## src/rtl/wbh_clk_switch_seq_if.sv

```systemverilog
// ---------------------------------------------------------------------------
// wbh_clk_switch_seq_if
//
// Register-bus write channel between the clock-switch sequencer and the wbh
// register block. The sequencer is the only bus master; it issues a single
// write to register 0, byte lane 2.
//
// Signals:
//   reg_cs    : chip select, held for the whole write
//   reg_wr    : write strobe, always equal to reg_cs for this master
//   reg_addr  : register address (3 bits)
//   reg_wdata : write data (32 bits)
//   reg_be    : byte enables (4 bits)
//   reg_ack   : acknowledge from the register block
//
// Modports:
//   master : sequencer side (drives strobes/addr/data, samples ack)
//   slave  : register-block side
// ---------------------------------------------------------------------------
interface wbh_clk_switch_seq_if;
  logic        reg_cs;
  logic        reg_wr;
  logic [2:0]  reg_addr;
  logic [31:0] reg_wdata;
  logic [3:0]  reg_be;
  logic        reg_ack;

  modport master (
    output reg_cs,
    output reg_wr,
    output reg_addr,
    output reg_wdata,
    output reg_be,
    input  reg_ack
  );

  modport slave (
    input  reg_cs,
    input  reg_wr,
    input  reg_addr,
    input  reg_wdata,
    input  reg_be,
    output reg_ack
  );
endinterface

```

## src/rtl/wbh_clk_switch_seq.sv

```systemverilog
// ---------------------------------------------------------------------------
// wbh_clk_switch_seq
//
// Glitch-safe runtime change of the wbh clock-control byte (WB src/ratio in
// [3:0], CPU src/ratio in [7:4]). A change request gates the clocks, writes
// the new byte to register 0 / byte lane 2, waits for dividers and muxes to
// settle, then ungates. Requesting the value already in force completes
// immediately without touching the clock gate.
//
// Parameters:
//   GATE_WAIT      : cycles clk_enb is low before the write (1..255)
//   SETTLE_WAIT    : cycles after the write ack before ungating (1..255)
//   TIMEOUT        : max cycles to wait for reg_ack (timeout build only)
//   RESET_CLK_CTRL : reset value of cur_clk_ctrl (must match strap default)
//
// Ports:
//   mclk         in  : single clock for all logic
//   reset        in  : synchronous, active-high reset
//   sw_req       in  : change request, sampled only while idle and not busy
//   sw_clk_ctrl  in  : requested control byte
//   sw_busy      out : sequence in progress (also high in the no-op cycle)
//   sw_done      out : one-cycle pulse when a sequence completes
//   sw_err       out : one-cycle pulse on ack timeout (0 without the feature)
//   cur_clk_ctrl out : last successfully committed control byte
//   clk_enb      out : clock-gate enable towards the register block
//   reg_bus      if  : register-bus write channel (master modport)
//
// Build option:
//   WBH_CLKSW_TIMEOUT_EN : when defined, a write that sees no ack within
//                          TIMEOUT cycles is abandoned, sw_err pulses, the
//                          committed byte is kept and the clocks are ungated
//                          through the normal settle phase. When undefined,
//                          the write waits for ack indefinitely and sw_err
//                          is tied low.
// ---------------------------------------------------------------------------
module wbh_clk_switch_seq #(
  parameter int         GATE_WAIT      = 8,
  parameter int         SETTLE_WAIT    = 16,
  parameter int         TIMEOUT        = 64,
  parameter logic [7:0] RESET_CLK_CTRL = 8'h00
) (
  input  logic                        mclk,
  input  logic                        reset,
  input  logic                        sw_req,
  input  logic [7:0]                  sw_clk_ctrl,
  output logic                        sw_busy,
  output logic                        sw_done,
  output logic                        sw_err,
  output logic [7:0]                  cur_clk_ctrl,
  output logic                        clk_enb,
  wbh_clk_switch_seq_if.master        reg_bus
);

  // Counter reload values; counters run load..0, so a load of N-1 gives
  // exactly N cycles in the state.
  localparam logic [7:0] GATE_LOAD   = 8'(GATE_WAIT - 1);
  localparam logic [7:0] SETTLE_LOAD = 8'(SETTLE_WAIT - 1);

  // Fixed write target: register 0, byte lane 2.
  localparam logic [2:0] CTRL_ADDR = 3'd0;
  localparam logic [3:0] CTRL_BE   = 4'b0100;

  typedef enum logic [1:0] {
    IDLE,
    GATE,
    WRITE,
    SETTLE
  } state_t;

  state_t      state;
  logic [7:0]  cnt;        // shared gate/settle down-counter
  logic        req_pend;   // request latched, compare happens next cycle
  logic [7:0]  new_ctrl;   // byte being committed by the current sequence
  logic        busy_q;
  logic        done_q;
  logic        enb_q;
  logic        cs_q;
  logic [7:0]  cur_q;
  logic [31:0] wdata_q;

`ifdef WBH_CLKSW_TIMEOUT_EN
  localparam logic [7:0] TIMEOUT_LOAD = 8'(TIMEOUT - 1);

  logic [7:0]  to_cnt;     // cycles left to wait for reg_ack
  logic        err_q;
`endif

  // NOTE: every register below is assigned with <= only, so all branches
  // read the pre-edge values regardless of statement order.
  always_ff @(posedge mclk) begin
    if (reset) begin
      state    <= IDLE;
      cnt      <= '0;
      req_pend <= 1'b0;
      new_ctrl <= '0;
      busy_q   <= 1'b0;
      done_q   <= 1'b0;
      enb_q    <= 1'b1;
      cs_q     <= 1'b0;
      cur_q    <= RESET_CLK_CTRL;
      wdata_q  <= '0;
`ifdef WBH_CLKSW_TIMEOUT_EN
      to_cnt   <= '0;
      err_q    <= 1'b0;
`endif
    end else begin
      // Pulse outputs default low every cycle.
      done_q <= 1'b0;
`ifdef WBH_CLKSW_TIMEOUT_EN
      err_q  <= 1'b0;
`endif

      case (state)
        IDLE: begin
          enb_q <= 1'b1;
          cs_q  <= 1'b0;
          if (req_pend) begin
            // Second cycle of acceptance: decide between no-op and a real
            // sequence. busy is raised here in both cases.
            req_pend <= 1'b0;
            busy_q   <= 1'b1;
            if (new_ctrl == cur_q) begin
              done_q <= 1'b1;
            end else begin
              state <= GATE;
              enb_q <= 1'b0;
              cnt   <= GATE_LOAD;
            end
          end else begin
            busy_q <= 1'b0;
            // busy_q still high here means we are in the no-op cycle, during
            // which requests are dropped like any other busy cycle.
            if (sw_req && !busy_q) begin
              new_ctrl <= sw_clk_ctrl;
              req_pend <= 1'b1;
            end
          end
        end

        GATE: begin
          if (cnt == '0) begin
            state   <= WRITE;
            cs_q    <= 1'b1;
            wdata_q <= {8'h00, new_ctrl, 16'h0000};
`ifdef WBH_CLKSW_TIMEOUT_EN
            to_cnt  <= TIMEOUT_LOAD;
`endif
          end else begin
            cnt <= cnt - 8'd1;
          end
        end

        WRITE: begin
          // cs stays asserted with constant data until ack; a slave that
          // performs the write every cycle just rewrites the same byte.
          if (reg_bus.reg_ack) begin
            state <= SETTLE;
            cs_q  <= 1'b0;
            cur_q <= new_ctrl;
            cnt   <= SETTLE_LOAD;
          end
`ifdef WBH_CLKSW_TIMEOUT_EN
          else if (to_cnt == '0) begin
            // Abandon the write; the old byte stays committed, but the
            // clocks still go through a full settle before ungating.
            state <= SETTLE;
            cs_q  <= 1'b0;
            err_q <= 1'b1;
            cnt   <= SETTLE_LOAD;
          end else begin
            to_cnt <= to_cnt - 8'd1;
          end
`endif
        end

        SETTLE: begin
          if (cnt == '0) begin
            state  <= IDLE;
            enb_q  <= 1'b1;
            done_q <= 1'b1;
            busy_q <= 1'b0;
          end else begin
            cnt <= cnt - 8'd1;
          end
        end

        default: begin
          state  <= IDLE;
          enb_q  <= 1'b1;
          cs_q   <= 1'b0;
          busy_q <= 1'b0;
        end
      endcase
    end
  end

  // Outputs: all driven straight from registers or constants.
  assign sw_busy      = busy_q;
  assign sw_done      = done_q;
  assign cur_clk_ctrl = cur_q;
  assign clk_enb      = enb_q;

`ifdef WBH_CLKSW_TIMEOUT_EN
  assign sw_err = err_q;
`else
  assign sw_err = 1'b0;
`endif

  assign reg_bus.reg_cs    = cs_q;
  assign reg_bus.reg_wr    = cs_q;
  assign reg_bus.reg_addr  = CTRL_ADDR;
  assign reg_bus.reg_be    = CTRL_BE;
  assign reg_bus.reg_wdata = wdata_q;

endmodule

```

## src/flat_wrapper.sv

```systemverilog
// flat-port wrapper written by rule: the top's interface ports become plain ports
module wbh_clk_switch_seq_flat 
#(
  parameter int         GATE_WAIT      = 8,
  parameter int         SETTLE_WAIT    = 16,
  parameter int         TIMEOUT        = 64,
  parameter logic [7:0] RESET_CLK_CTRL = 8'h00
)
  (mclk, reset, sw_req, sw_clk_ctrl, sw_busy, sw_done, sw_err, cur_clk_ctrl, clk_enb, reg_bus_reg_cs, reg_bus_reg_wr, reg_bus_reg_addr, reg_bus_reg_wdata, reg_bus_reg_be, reg_bus_reg_ack);
  wbh_clk_switch_seq_if reg_bus_i ();
  input  logic mclk;
  input  logic reset;
  input  logic sw_req;
  input  logic [7:0] sw_clk_ctrl;
  output logic sw_busy;
  output logic sw_done;
  output logic sw_err;
  output logic [7:0] cur_clk_ctrl;
  output logic clk_enb;
  output wire logic [$bits(reg_bus_i.reg_cs)-1:0] reg_bus_reg_cs;
  output wire logic [$bits(reg_bus_i.reg_wr)-1:0] reg_bus_reg_wr;
  output wire logic [$bits(reg_bus_i.reg_addr)-1:0] reg_bus_reg_addr;
  output wire logic [$bits(reg_bus_i.reg_wdata)-1:0] reg_bus_reg_wdata;
  output wire logic [$bits(reg_bus_i.reg_be)-1:0] reg_bus_reg_be;
  input wire logic [$bits(reg_bus_i.reg_ack)-1:0] reg_bus_reg_ack;
  assign reg_bus_reg_cs = reg_bus_i.reg_cs;
  assign reg_bus_reg_wr = reg_bus_i.reg_wr;
  assign reg_bus_reg_addr = reg_bus_i.reg_addr;
  assign reg_bus_reg_wdata = reg_bus_i.reg_wdata;
  assign reg_bus_reg_be = reg_bus_i.reg_be;
  assign reg_bus_i.reg_ack = reg_bus_reg_ack;
  wbh_clk_switch_seq #(.GATE_WAIT(GATE_WAIT), .SETTLE_WAIT(SETTLE_WAIT), .TIMEOUT(TIMEOUT), .RESET_CLK_CTRL(RESET_CLK_CTRL)) u_core (.mclk(mclk), .reset(reset), .sw_req(sw_req), .sw_clk_ctrl(sw_clk_ctrl), .sw_busy(sw_busy), .sw_done(sw_done), .sw_err(sw_err), .cur_clk_ctrl(cur_clk_ctrl), .clk_enb(clk_enb), .reg_bus(reg_bus_i));
endmodule
```

## config.mk

```make
export PLATFORM = sky130hd
export DESIGN_NAME = wbh_clk_switch_seq_flat
export DESIGN_NICKNAME = d
export VERILOG_FILES = /design/src/rtl/wbh_clk_switch_seq_if.sv /design/src/rtl/wbh_clk_switch_seq.sv /design/src/flat_wrapper.sv
export SDC_FILE = /design/constraint.sdc
export NUM_CORES = 1
export LEC_CHECK = 0
export BUFFER_PORTS_ARGS = -buffer_cell sky130_fd_sc_hd__buf_2
export CAP_MARGIN = 15
export CELL_PAD_IN_SITES_DETAIL_PLACEMENT = 1
export CELL_PAD_IN_SITES_GLOBAL_PLACEMENT = 1
export CORE_MARGIN = 2
export CORE_UTILIZATION = 37
export DETAILED_ROUTE_END_ITERATION = 10
export PLACE_DENSITY_LB_ADDON = 0.1
export SLEW_MARGIN = 20
export SYNTH_ARGS = -nofsm -noshare
export SYNTH_HDL_FRONTEND = slang
export SYNTH_SLANG_ARGS = --single-unit
```

## constraint.sdc

```tcl
create_clock -name mclk -period 2.4 [get_ports mclk]
set_input_delay 0.24 -clock mclk [delete_from_list [all_inputs] [get_ports mclk]]
set_output_delay 0.24 -clock mclk [all_outputs]
set_load 0.02 [all_outputs]
```

**Yosys cells after proc, flatten, opt, wreduce, memory -nomap -nowiden**

Index checks and enable logic that the tools add are counted.

- Add/subtract/negate cells: 1
- Eq/ne operators: 10
- Multiplexer cells: 25
- Bitwise operators: 1
- Reductions and logical operators: 14

Operators by type and width:

| cell | number |
|---|---|
| $mux W8 | 4 |
| $pmux W8 S3 | 1 |
| $mux W1 | 10 |
| $mux W2 | 5 |
| $eq A8 B8 Y1 | 1 |
| $logic_not A8 Y1 | 1 |
| $pmux W2 S4 | 1 |
| $sub A8 B1 Y8 const B | 1 |
| $ne A2 B1 Y1 const B | 3 |
| $ne A2 B2 Y1 const B | 3 |
| $pmux W1 S2 | 3 |
| $reduce_and A2 Y1 | 3 |
| $reduce_and A3 Y1 | 2 |
| $reduce_and A5 Y1 | 1 |
| $eq A2 B2 Y1 const B | 2 |
| $reduce_and A4 Y1 | 1 |
| $pmux W1 S3 | 1 |
| $reduce_bool A3 Y1 | 1 |
| $eq A2 B1 Y1 const B | 1 |
| $logic_not A2 Y1 | 1 |
| $reduce_bool A2 Y1 | 1 |
| $reduce_or A2 Y1 | 1 |
| $logic_and A1 B1 Y1 | 1 |
| $logic_not A1 Y1 | 1 |
| $not A1 Y1 | 1 |

- Register bits: 39
- Bits of input ports: 12
- Output and inout bits: 53

**Depth between registers and ports, before layout**

- Depth in word-level cells: 4
- Mapped depth: 9
- Mapped depth without buffers: 7

**Worst setup path after synthesis**

OpenSTA, ideal clock, no wires.

- Kind: flip-flop to flip-flop
- Start point: reg u_core.state[0]
- End point: reg u_core.cnt[4]
- Setup time: 120 ps
- Data arrival time: 1816 ps
- Required time: 2280 ps
- Path slack: 465 ps
- Stages on the path, launching flop included: 9
- Buffers on the path: 1
- Period minus slack after synthesis: 1935 ps
- Cell sequence: dfxtp_1 > inv_1 > ha_1 > clkbuf_1 > nand2b_1 > o311a_4 > o31ai_4 > and2b_1 > a211o_1

- Cells in the longest elaborated chain, start to end: 4
- Elaborated cells between the ends (all ways): 11
- Those cells by class: 7 x eq/ne; 1 x mux; 3 x reduce/logical

RTL lines:

| what | line | source |
|---|---|---|
| start: declaration | wbh_clk_switch_seq.sv:70 | `state_t state;` |
| start signal: assignment | wbh_clk_switch_seq.sv:92 | `state <= IDLE;` |
| start signal: assignment | wbh_clk_switch_seq.sv:125 | `state <= GATE;` |
| start signal: assignment | wbh_clk_switch_seq.sv:142 | `state <= WRITE;` |
| $eq A2 B1 Y1 / $eq A2 B2 Y1 (equally long branches) | wbh_clk_switch_seq.sv:113 | `case (state)` |
| $reduce_or A2 Y1 (no line) | n/a |  |
| $ne A2 B2 Y1 (no line) | n/a |  |
| $reduce_and A4 Y1 (no line) | n/a |  |
| end signal: assignment | wbh_clk_switch_seq.sv:149 | `cnt <= cnt - 8'd1;` |
| end signal: assignment | wbh_clk_switch_seq.sv:183 | `cnt <= cnt - 8'd1;` |
| end: declaration | wbh_clk_switch_seq.sv:71 | `logic [7:0] cnt;` |

Parallel ways exist; a longest one is shown, timed or not.
A chain may end at the register's enable or synchronous reset.

**Worst setup path in the final report**

Same ends and word-level chain as after synthesis.

==> impl_results.rst <==
.. list-table::
   :header-rows: 1

   * - Metric
     - Value
   * - Run status
     - completed
   * - Clock tree skew after final layout
     - about 8.7 ps
   * - Warning count from the yosys run
     - 0
   * - Vias after detailed routing
     - roughly 1700
   * - Pin count of the biggest net entering global routing
     - 39
   * - Hold buffer count at CTS
     - 0
   * - Antenna Violating Nets Remaining
     - 0
   * - Tot GR Track Use
     - ~16%
   * - Bufs on Longest Clock Path
     - 2
   * - Required @ worst endpoint
     - between 2000 and 3000 ps
   * - Mapped Cells
     - about 250
   * - Worst reg2reg path depth
     - 7
   * - Synth cell types
     - 42
   * - Clock tree from TritonCTS
     - done
   * - Ratio of final minimum period to clock period
     - a little under 90%
   * - Clock-pin slew reported for the worst setup and hold paths after clock tree synthesis
     - ~80 ps
   * - HPWL after detailed placement
     - between 3000 and 4000 µm
   * - Number of remaining DRC errors
     - 0
   * - Unrepaired setup endpoints after global routing
     - false
   * - Most frequent standard cell in the layout excluding fill and tap cells
     - sky130_fd_sc_hd__dfxtp_1
   * - Dominant cells by area after synthesis
     - sky130_fd_sc_hd__dfxtp_1 37%, sky130_fd_sc_hd__buf_4 12%, sky130_fd_sc_hd__nand2_1 5.9%
   * - Nets
     - 300
   * - Detail-routed via count per cell
     - between 4 and 5
   * - Antenna violations before repair
     - 0
   * - Final wirelength
     - 4860 µm
   * - CTS root buf
     - sky130_fd_sc_hd__clkbuf_8
   * - WL/cell
     - 13.8 µm
   * - Share of Yosys cell area claimed by the top area cell type
     - roughly 37%
   * - IO Count
     - 65
   * - Crit-path max FO
     - 10
   * - Cell area after technology mapping
     - approximately 2100 µm²
   * - Number of failing hold endpoints at the final stage
     - 0
   * - Setup bufs post-CTS
     - 0
   * - Final-layout fill cell count
     - around 700
   * - Vertical die dimension
     - roughly 79 µm
   * - Leakage power figure
     - 1.07 nW
   * - MaxCap Viol Count
     - 0
   * - Maximum clock frequency
     - ~470 MHz
   * - EDFF count, synth
     - 0
   * - R2r endpoint
     - u_core.cnt[4]
   * - End of the critical path
     - u_core.cnt[4]
   * - PwrDens
     - a little over 1000 nW/µm²
   * - Most frequent cells in the layout
     - 39 x sky130_fd_sc_hd__dfxtp_1, 33 x sky130_fd_sc_hd__nand2_1, 32 x sky130_fd_sc_hd__conb_1, 32 x sky130_fd_sc_hd__buf_2, 20 x sky130_fd_sc_hd__a21oi_1
   * - Input/output buffers
     - 32
   * - Total die area
     - 6260 µm²
   * - Setup Total Neg Slack
     - 0 ps
   * - RR Startpoint
     - u_core.state[0]
   * - Via count of the first global-routing pass
     - approximately 1600
   * - Type of origin of the critical path
     - flip-flop
   * - Fraction of layout instances using a drive strength above 1
     - between 10% and 20%
   * - Total CTS buffers
     - 5
   * - Worst Path Class, Setup
     - reg2reg
   * - Top_reg_cell synth
     - sky130_fd_sc_hd__dfxtp_1
   * - Setup-violating endpoint count in the final report
     - 0
   * - Effective utilization at floorplan
     - a little under two fifths
   * - Global-route wire length before repair
     - between 7000 and 8000 µm
   * - Total power
     - 2.35 mW
   * - First-pass iteration count of the detailed router
     - 4
   * - Share of synthesized area occupied by flip-flops and latches
     - 37.4%
   * - Class of the worst hold path
     - in2reg
   * - Resize count post-CTS
     - 0
   * - Final number of max-transition violations
     - 0
   * - Crit. Startpoint
     - u_core.state[0]
   * - Clock latency reported for the late side of the worst-skew pair
     - roughly 300 ps
   * - Last weighted congestion value of the routability-driven placer
     - 0.756
   * - Flip-flop and latch count after synthesis
     - 39
   * - Global route overflow
     - 0
   * - Core box area
     - 5470 µm²
   * - Area Overhead vs Synth
     - 10.1%
   * - Number of DRC violations after detailed-routing iteration 0
     - 33
   * - Synth area leader
     - sky130_fd_sc_hd__dfxtp_1
   * - Horizontal extent of the die
     - slightly below 80 µm
   * - CTS HTree Levels
     - 2
   * - Element type at the critical path end
     - flip-flop
   * - # rows
     - 27
   * - Time the worst path needs with I/O delays and setup
     - between 2000 and 2500 ps
   * - CP arrival
     - 2340 ps
   * - Clock sink total
     - 39
   * - # diodes
     - 0
   * - Setup slack on the worst flop-to-flop path
     - around 250 ps
   * - Peak supply drop
     - around 430 µV
   * - Post-synthesis async set-or-reset flop share
     - 0%
   * - Mean Syn Cell Area
     - 8.46 µm²
## layer usage
metal | routed length [µm] | up-vias | global-route usage (%)
met1 | 2380 | 772 | 21.2
met5 | 0 | - | 0
met3 | 254 | 5 | 3.52
met2 | 2170 | 48 | 25.8
met4 | 55 | 0 | 4.66
li1 | - | 842 | -
## logic make-up after synthesis
group           count (synthesis)  synth area share [%]
flops                          39                  37.4
buf+inv                        49                  14.7
compound gates                 43                  14.9
fa+ha+maj                       8                  4.79
xor+xnor                        8                  3.35
simple gates                   88                  19.6
other cells                     2                 0.359
mux                            10                  4.85
## cells in the mapped netlist, drive strengths merged (2+ instances only)
| cell type | n |
|---|---|
| buf | 35 |
| ha | 8 |
| inv | 8 |
| nor3 | 9 |
| o311a | 2 |
| o21ai | 3 |
| nand3 | 10 |
| a221oi | 2 |
| a21o | 2 |
| a211o | 3 |
| nand4 | 2 |
| nor2 | 19 |
| a21oi | 20 |
| xnor2 | 8 |
| clkbuf | 6 |
| nand2 | 33 |
| or3 | 2 |
| conb | 2 |
| and3 | 2 |
| nand2b | 5 |
| a211oi | 3 |
| dfxtp | 39 |
| mux2i | 9 |
| o31ai | 2 |
## worst min path at each step
stage                                      start                      endpoint  cells past startpoint
detailed placement                u_core.clk_enb                u_core.clk_enb                      2
CTS                               sw_clk_ctrl[4]            u_core.new_ctrl[4]                      3
global route                      sw_clk_ctrl[3]            u_core.new_ctrl[3]                      3
finish                            sw_clk_ctrl[4]            u_core.new_ctrl[4]                      3
floorplan                         sw_clk_ctrl[6]            u_core.new_ctrl[6]                      2
global placement    u_core.reg_bus.reg_wdata[23]  u_core.reg_bus.reg_wdata[23]                      2
## flip-flops by register name, indices dropped and copies added, names as in the netlist, 2 cells and up
| name | cells |
|---|---|
| u_core.cnt | 8 |
| u_core.reg_bus.reg_wdata | 8 |
| u_core.cur_clk_ctrl | 8 |
| u_core.new_ctrl | 8 |
| u_core.state | 2 |
## cell type report
cell class	instances	area [µm²]	area share (%)
Clock buffer	5	68.8	2.99
Clock inverter	3	20.0	0.870
Inverter	8	30.0	1.31
Multi-Input combinational cell	189	1110	48.4
Sequential cell	39	781	33.9
Tap cell	72	90.1	3.92
Timing Repair Buffer	37	198	8.59
## per-stage QoR
step	hold WS, ps	utilization [%]	instance area, µm²	cells	worst slack [ps]
6_report	174	42.0	2300	353	251
5_1_grt	175	42.0	2300	353	69.2
4_1_cts	171	42.0	2300	353	263
3_5_place_dp	469	40.4	2210	345	280
3_3_place_gp	470	40.4	2210	345	313
2_1_floorplan	376	-	2200	277	465
## power by group
group          internal [mW]  leakage (nW)  switching, mW
clock network          0.203        0.0402          0.256
registers              0.744         0.317          0.101
logic                  0.389         0.710          0.660
total                   1.34          1.07           1.02
## worst max-delay path: stages, from the launching register on
cell                       delay [ps]
sky130_fd_sc_hd__dfxtp_1          470
sky130_fd_sc_hd__inv_1            210
sky130_fd_sc_hd__ha_1             370
sky130_fd_sc_hd__nand2b_1         130
sky130_fd_sc_hd__o311a_4          220
sky130_fd_sc_hd__o31ai_4          110
sky130_fd_sc_hd__and2b_1          230
sky130_fd_sc_hd__a211o_1          290
Note: power is estimated with default switching activity, not from simulation.
